## src/rtl/dff_bank_reader.sv

```systemverilog
// ============================================================================
// Module   : dff_bank_reader
// Brief    : Snapshots NUM_REGS 32-bit registers on start, then streams them
//            out register 0 first over a valid/ready interface.
//            Optional macro DFF_READER_PARITY_EN adds a registered
//            even-parity output aligned with out_data.
// Revision : 1.0 - initial release
// ============================================================================
`default_nettype none

module dff_bank_reader #(
    parameter int NUM_REGS = 4,
    parameter int IDX_W    = ($clog2(NUM_REGS) > 0) ? $clog2(NUM_REGS) : 1
) (
    input  logic                     clk,
    input  logic                     rst,
    input  logic                     start,
    input  logic [32*NUM_REGS-1:0]   bank_q,
    output logic [31:0]              out_data,
    output logic                     out_valid,
    input  logic                     out_ready,
    output logic                     out_last,
    output logic                     busy,
    output logic                     done
`ifdef DFF_READER_PARITY_EN
    ,
    output logic                     out_parity
`endif
);

    typedef enum logic [1:0] {
        S_IDLE = 2'd0,
        S_SEND = 2'd1,
        S_DONE = 2'd2
    } state_t;

    localparam logic [IDX_W-1:0] c_last_idx = IDX_W'(NUM_REGS - 1);
    localparam logic             c_single   = (NUM_REGS == 1);

    state_t                   r_state_q, w_state_d;
    logic [IDX_W-1:0]         r_idx_q, w_idx_d;
    logic [32*NUM_REGS-1:0]   r_snap_q, w_snap_d;
    logic [31:0]              r_data_q, w_data_d;
    logic                     r_valid_q, w_valid_d;
    logic                     r_last_q, w_last_d;
    logic                     r_busy_q, w_busy_d;
    logic                     r_done_q, w_done_d;
    logic [IDX_W-1:0]         w_idx_inc;
    logic [31:0]              w_words [NUM_REGS];

    // Word view of the snapshot so the next word can be picked by index.
    for (genvar gi = 0; gi < NUM_REGS; gi++) begin : g_words
        assign w_words[gi] = r_snap_q[32*gi +: 32];
    end

    assign w_idx_inc = r_idx_q + IDX_W'(1);

    always_comb begin
        w_state_d = r_state_q;
        w_idx_d   = r_idx_q;
        w_snap_d  = r_snap_q;
        w_data_d  = r_data_q;
        w_valid_d = r_valid_q;
        w_last_d  = r_last_q;
        w_busy_d  = r_busy_q;
        w_done_d  = 1'b0;
        case (r_state_q)
            S_IDLE: begin
                if (start) begin
                    w_snap_d  = bank_q;
                    w_idx_d   = '0;
                    w_data_d  = bank_q[31:0];
                    w_valid_d = 1'b1;
                    w_last_d  = c_single;
                    w_busy_d  = 1'b1;
                    w_state_d = S_SEND;
                end
            end
            S_SEND: begin
                if (out_ready) begin
                    if (r_last_q) begin
                        w_valid_d = 1'b0;
                        w_last_d  = 1'b0;
                        w_done_d  = 1'b1;
                        w_state_d = S_DONE;
                    end else begin
                        w_idx_d  = w_idx_inc;
                        w_data_d = w_words[w_idx_inc];
                        w_last_d = (w_idx_inc == c_last_idx);
                    end
                end
            end
            S_DONE: begin
                w_busy_d  = 1'b0;
                w_state_d = S_IDLE;
            end
            default: begin
                w_valid_d = 1'b0;
                w_last_d  = 1'b0;
                w_busy_d  = 1'b0;
                w_state_d = S_IDLE;
            end
        endcase
    end

    always_ff @(posedge clk or posedge rst) begin
        if (rst) begin
            r_state_q <= S_IDLE;
            r_idx_q   <= '0;
            r_snap_q  <= '0;
            r_data_q  <= '0;
            r_valid_q <= 1'b0;
            r_last_q  <= 1'b0;
            r_busy_q  <= 1'b0;
            r_done_q  <= 1'b0;
        end else begin
            r_state_q <= w_state_d;
            r_idx_q   <= w_idx_d;
            r_snap_q  <= w_snap_d;
            r_data_q  <= w_data_d;
            r_valid_q <= w_valid_d;
            r_last_q  <= w_last_d;
            r_busy_q  <= w_busy_d;
            r_done_q  <= w_done_d;
        end
    end

    assign out_data  = r_data_q;
    assign out_valid = r_valid_q;
    assign out_last  = r_last_q;
    assign busy      = r_busy_q;
    assign done      = r_done_q;

`ifdef DFF_READER_PARITY_EN
    logic r_parity_q;
    logic w_parity_d;

    // Parity follows the word that will be registered, keeping it aligned.
    assign w_parity_d = ^w_data_d;

    always_ff @(posedge clk or posedge rst) begin
        if (rst) begin
            r_parity_q <= 1'b0;
        end else begin
            r_parity_q <= w_parity_d;
        end
    end

    assign out_parity = r_parity_q;
`endif

endmodule

`default_nettype wire
```

## config.mk

```make
export PLATFORM = sky130hd
export DESIGN_NAME = dff_bank_reader
export DESIGN_NICKNAME = d
export VERILOG_FILES = /design/src/rtl/dff_bank_reader.sv
export SDC_FILE = /design/constraint.sdc
export NUM_CORES = 1
export LEC_CHECK = 0
export CAP_MARGIN = 10
export CORE_ASPECT_RATIO = 1.25
export CORE_MARGIN = 2
export CORE_UTILIZATION = 54
export CTS_CLUSTER_DIAMETER = 40
export DETAILED_ROUTE_END_ITERATION = 12
export PLACE_DENSITY = 0.85
export SLEW_MARGIN = 30
export SYNTH_ARGS = -nofsm -noshare
export SYNTH_HDL_FRONTEND = slang
export SYNTH_SLANG_ARGS = --single-unit
```

## constraint.sdc

```tcl
create_clock -name clk -period 15.1 [get_ports clk]
set_clock_uncertainty 0.2 [all_clocks]
set_input_delay 4.53 -clock clk [delete_from_list [all_inputs] [get_ports clk]]
set_output_delay 4.53 -clock clk [all_outputs]
set_load 0.03 [all_outputs]
```

Yosys cells after proc, flatten, opt, wreduce, memory -nomap -nowiden

Index checks and enable logic that the tools add are counted.

Flip-flop bits (word level): 168
Bits in latches: 0
Bits in writable memories: 0
ROM bits: 0
Output and inout bits: 36
Logic and storage cells: 55
Memories kept: 0

Add/sub/neg operators: 1
Multiply operators: 0
Divide/modulo/power cells: 0
Order comparisons: 1
Eq/ne operators: 7
Shift-type cells: 0
Muxes and demuxes: 27
Bitwise logic cells: 3
Reduce and logical (&&, ||, !) cells: 8

Operators by type and width:

| cell                  | count |
|---|---|
| $mux W32              | 5 |
| $bmux W32 S2          | 1 |
| $pmux W32 S2          | 1 |
| $mux W2               | 6 |
| $mux W1               | 9 |
| $ne A2 B2 Y1 const B  | 4 |
| $pmux W2 S2           | 2 |
| $reduce_and A4 Y1     | 2 |
| $pmux W1 S3           | 2 |
| $reduce_and A3 Y1     | 2 |
| $eq A2 B2 Y1 const B  | 2 |
| $reduce_and A2 Y1     | 2 |
| $ge A3 B3 Y1 const B  | 1 |
| $not A2 Y3            | 1 |
| $add A2 B1 Y2 const B | 1 |
| $eq A2 B1 Y1 const B  | 1 |
| $logic_not A2 Y1      | 1 |
| $not A1 Y1            | 2 |
| $pmux W1 S2           | 1 |
| $reduce_bool A2 Y1    | 1 |

Longest topological paths before layout

Depth after elaboration: 8
Mapped depth: 9

Worst setup path before layout

Ideal clock, no wire load.

Path kind: input-to-reg
Start point: input start
End point: register r_snap_q[10]
Setup time: 125 ps
Data arrival time: 5,578 ps
Data required time: 14,775 ps
Slack: 9,197 ps
Stages on the path: 5
Path buffers: 3
Cells stage by stage: or3b_1 buf_2 buf_6 buf_6 mux2_4

Word-level cells in the longest chain between the ends: 1

Ends and longest elaborated chain:

| element                            | RTL line | RTL |
|---|---|---|
| start, declared                    | 17       | `input logic start,` |
| $reduce_and A2 Y1 (no source line) | --       |  |
| end signal, assigned               | 119      | `r_snap_q <= w_snap_d;` |
| end, declared                      | 42       | `logic [32*NUM_REGS-1:0] r_snap_q, w_snap_d;` |

Every way passes these cells.
A chain may end at the register's enable or synchronous reset.

Worst setup path in the final report

Start point: input start
End point: register r_snap_q[69]

The elaborated chain is that of the path after synthesis.

==> flow_metrics.tcl <==
set metrics [dict create \
    hold-worst-slack_ps 299 \
    placeableCoreArea_um2 13300 \
    fin_nets 778 \
    syn_area_um2 7440 \
    vias_per_cell 5.84 \
    setup_viol 0 \
    clkLatencyLatePin_ps 420 \
    clock_sinks 168 \
    worstMarginPinSlew_ps 925 \
    tns_ps 0 \
    seq_area_frac_synth_pct 56.5 \
    ys_warn_count 0 \
    finalMaxSlewViolations 0 \
    rr_worst_depth 3 \
    maxCapViolations 0 \
    antenna_found_initial 0 \
    synth_top_area_share_pct 56.5 \
    die_h_um 135 \
    grt_max_degree 108 \
    areaGrowthSynthToFinish_pct 32.5 \
    ys_types 25 \
    die-width_um 109 \
    dr.pass1.iters 4 \
    gp_congestion 0.839 \
    path_class "input port to flip-flop" \
    min_delay_path_depth 1 \
    post-route-period-util_pct 44.6 \
    drt-initial-drc-count 290 \
    slew-limit-headroom_pct 38.4 \
    ios 168 \
    post-route-min-period_ps 6730 \
    cts_setup_buffers 0 \
    cellPowerDensity_nw_per_um2 230 \
    finalNonFillerCells 829 \
    syn_avg_cell_area_um2 15.2 \
    fmax_ghz 0.149 \
    grt_use_total_pct 25.6 \
    fin_area_um2 9870 \
    critPathRequiredTime_ps 15210 \
    yosysTopAreaCell "dfrtp_1" \
    status "finished clean" \
    p_total_mw 2.27 \
    dp_hpwl_um 11400 \
    cts_tree "done" \
    clk_path_buf_depth 2 \
    wl_um 17900 \
    crit_path_top_delay_cell "buf_4" \
    cts_hold_buffers 0 \
    critical_path.cell_chain "clkdlybuf4s50_1, or3b_4, buf_4, mux2_2" \
    die_area_um2 14700 \
    place_inst 797 \
    cts_resized 0 \
    crit_fanout 66 \
    cts_max_level 4 \
    min_path_type "flip-flop to flip-flop" \
    netlist_top_cells_area "dfrtp_1 (56%), mux2_2 (13%), mux4_2 (9.7%)" \
    power.leakage_nw 4.25 \
    rsz0062_at_grt "false" \
    grt_pass1_wl_um 28200 \
    cp-end-kind "flip-flop" \
    initial_utilization_pct 55.8 \
    drive_gt1_share_pct 31.0 \
    critPathMaxStageDelay_ps 810 \
    clkTransAtPathRegs_ps 60 \
    grt_pass1_vias 5285 \
    cp-start-kind "input port" \
    num_vias 4839 \
    placed_area_um2 9190 \
    syn_inst 491 \
    portBuffers 167 \
    cp.arrival_ps 6840 \
    drc 0 \
    wire_per_inst_um 21.6 \
    cts_buffers 17 \
    n_antenna_cell 0 \
    irDropWorstVdd_mv 0.124 \
    ys_ff_latch 168 \
    ant_nets 0 \
    rows 47 \
    grt_overflow 0 \
    hold_violations 0 \
    syn_nets 624 \
    cts_root_buf "clkbuf_16" \
]
[placed cells by master (no fill, tap or decap), types with 2 or more instances in the layout]
master           count
buf_4                9
bufinv_16            6
clkbuf_1             2
clkbuf_16           17
clkbuf_8             2
clkdlybuf4s50_1    167
clkinvlp_4           2
dfrtp_1            167
inv_1                3
mux2_2              83
mux2_4              46
mux4_2              32
nand2_1              2
nand2b_1             2
nand3_1             33
nor2_1               3
o21ai_0             35
o22ai_1             33
[metrics by stage]
step                      util (%)  setup slack [ps]
after floorplan                  -              5820
after global placement        68.8              8020
after detailed placement      68.8              7950
after CTS                     73.9              8390
after global routing          73.9              8290
final                         73.9              8370
[layer usage]
metal | up-vias | global-route usage, % | part of all wire, %
met1 | 2470 | 31.9 | 38
met3 | 22 | 6.64 | 7.6
met2 | 193 | 42.6 | 52
li1 | 2154 | - | -
met4 | 0 | 10.5 | 2.0
met5 | - | 0 | 0
[critical path, delay by kind of cell]
family,cells,cell delay [ps]
and+or+nand+nor,1,570
muxes,1,430
buffers and inverters,2,1260
[area by class of cell]
type	count	area, um^2
tap	171	214
clock buffer	21	460
fill	829	3480
inverter	4	22.5
clock inverter	11	218
sequential	168	4210
multi-input combinational	278	3010
timing repair buffer	176	1740
[final timing paths]
check,startpoint,end,slack (ps)
min in group asynchronous,rst,r_snap_q[15]$_DFFE_PP0P_,4390
setup reg to reg,r_state_q[1]$_DFFE_PP0P_,r_snap_q[69]$_DFFE_PP0P_,12580
hold / removal,r_idx_q[1]$_DFFE_PP0P_,r_idx_q[1]$_DFFE_PP0P_,300
setup / recovery,start,r_snap_q[69]$_DFFE_PP0P_,8370
max in group asynchronous,rst,r_snap_q[7]$_DFFE_PP0P_,8950
hold reg to reg,r_idx_q[1]$_DFFE_PP0P_,r_idx_q[1]$_DFFE_PP0P_,300
[Yosys cell counts (all sizes together)]
cell     instances
a21oi            1
dfrtp          168
nand2b           2
and2             1
nor2b            1
nand2            2
or3b             1
inv              4
mux2           129
clkbuf          12
nand3b           1
ha               1
o21ai           35
nand3           33
nand4bb          1
o2bb2ai          1
o22ai           33
mux4            32
buf             29
nor2             3
a311oi           1
[state kept, by name, summed over array words and instances (netlist names)]
name,flops
r_snap_q,128
out_data,32
r_idx_q,2
r_state_q,2
busy,1
done,1
out_last,1
out_valid,1
[power by group]
group / switching (mW) / total, mW / internal [mW] / leakage [nW]
registers: 0.132 / 0.812 / 0.681 / 2.01
logic: 0.434 / 0.964 / 0.530 / 1.91
clock network: 0.175 / 0.495 / 0.320 / 0.324
[kinds of logic after synthesis]
kind of cell	Yosys count	share of synthesized area [%]
AO/OA/AOI/OAI	71	5.43
adder cells (fa/ha/maj)	1	0.168
buffers and inverters	45	3.24
flip-flops	168	56.5
multiplexers	161	31.5
AND/OR/NAND/NOR	45	3.18
Power figures use the tool's default switching activity.
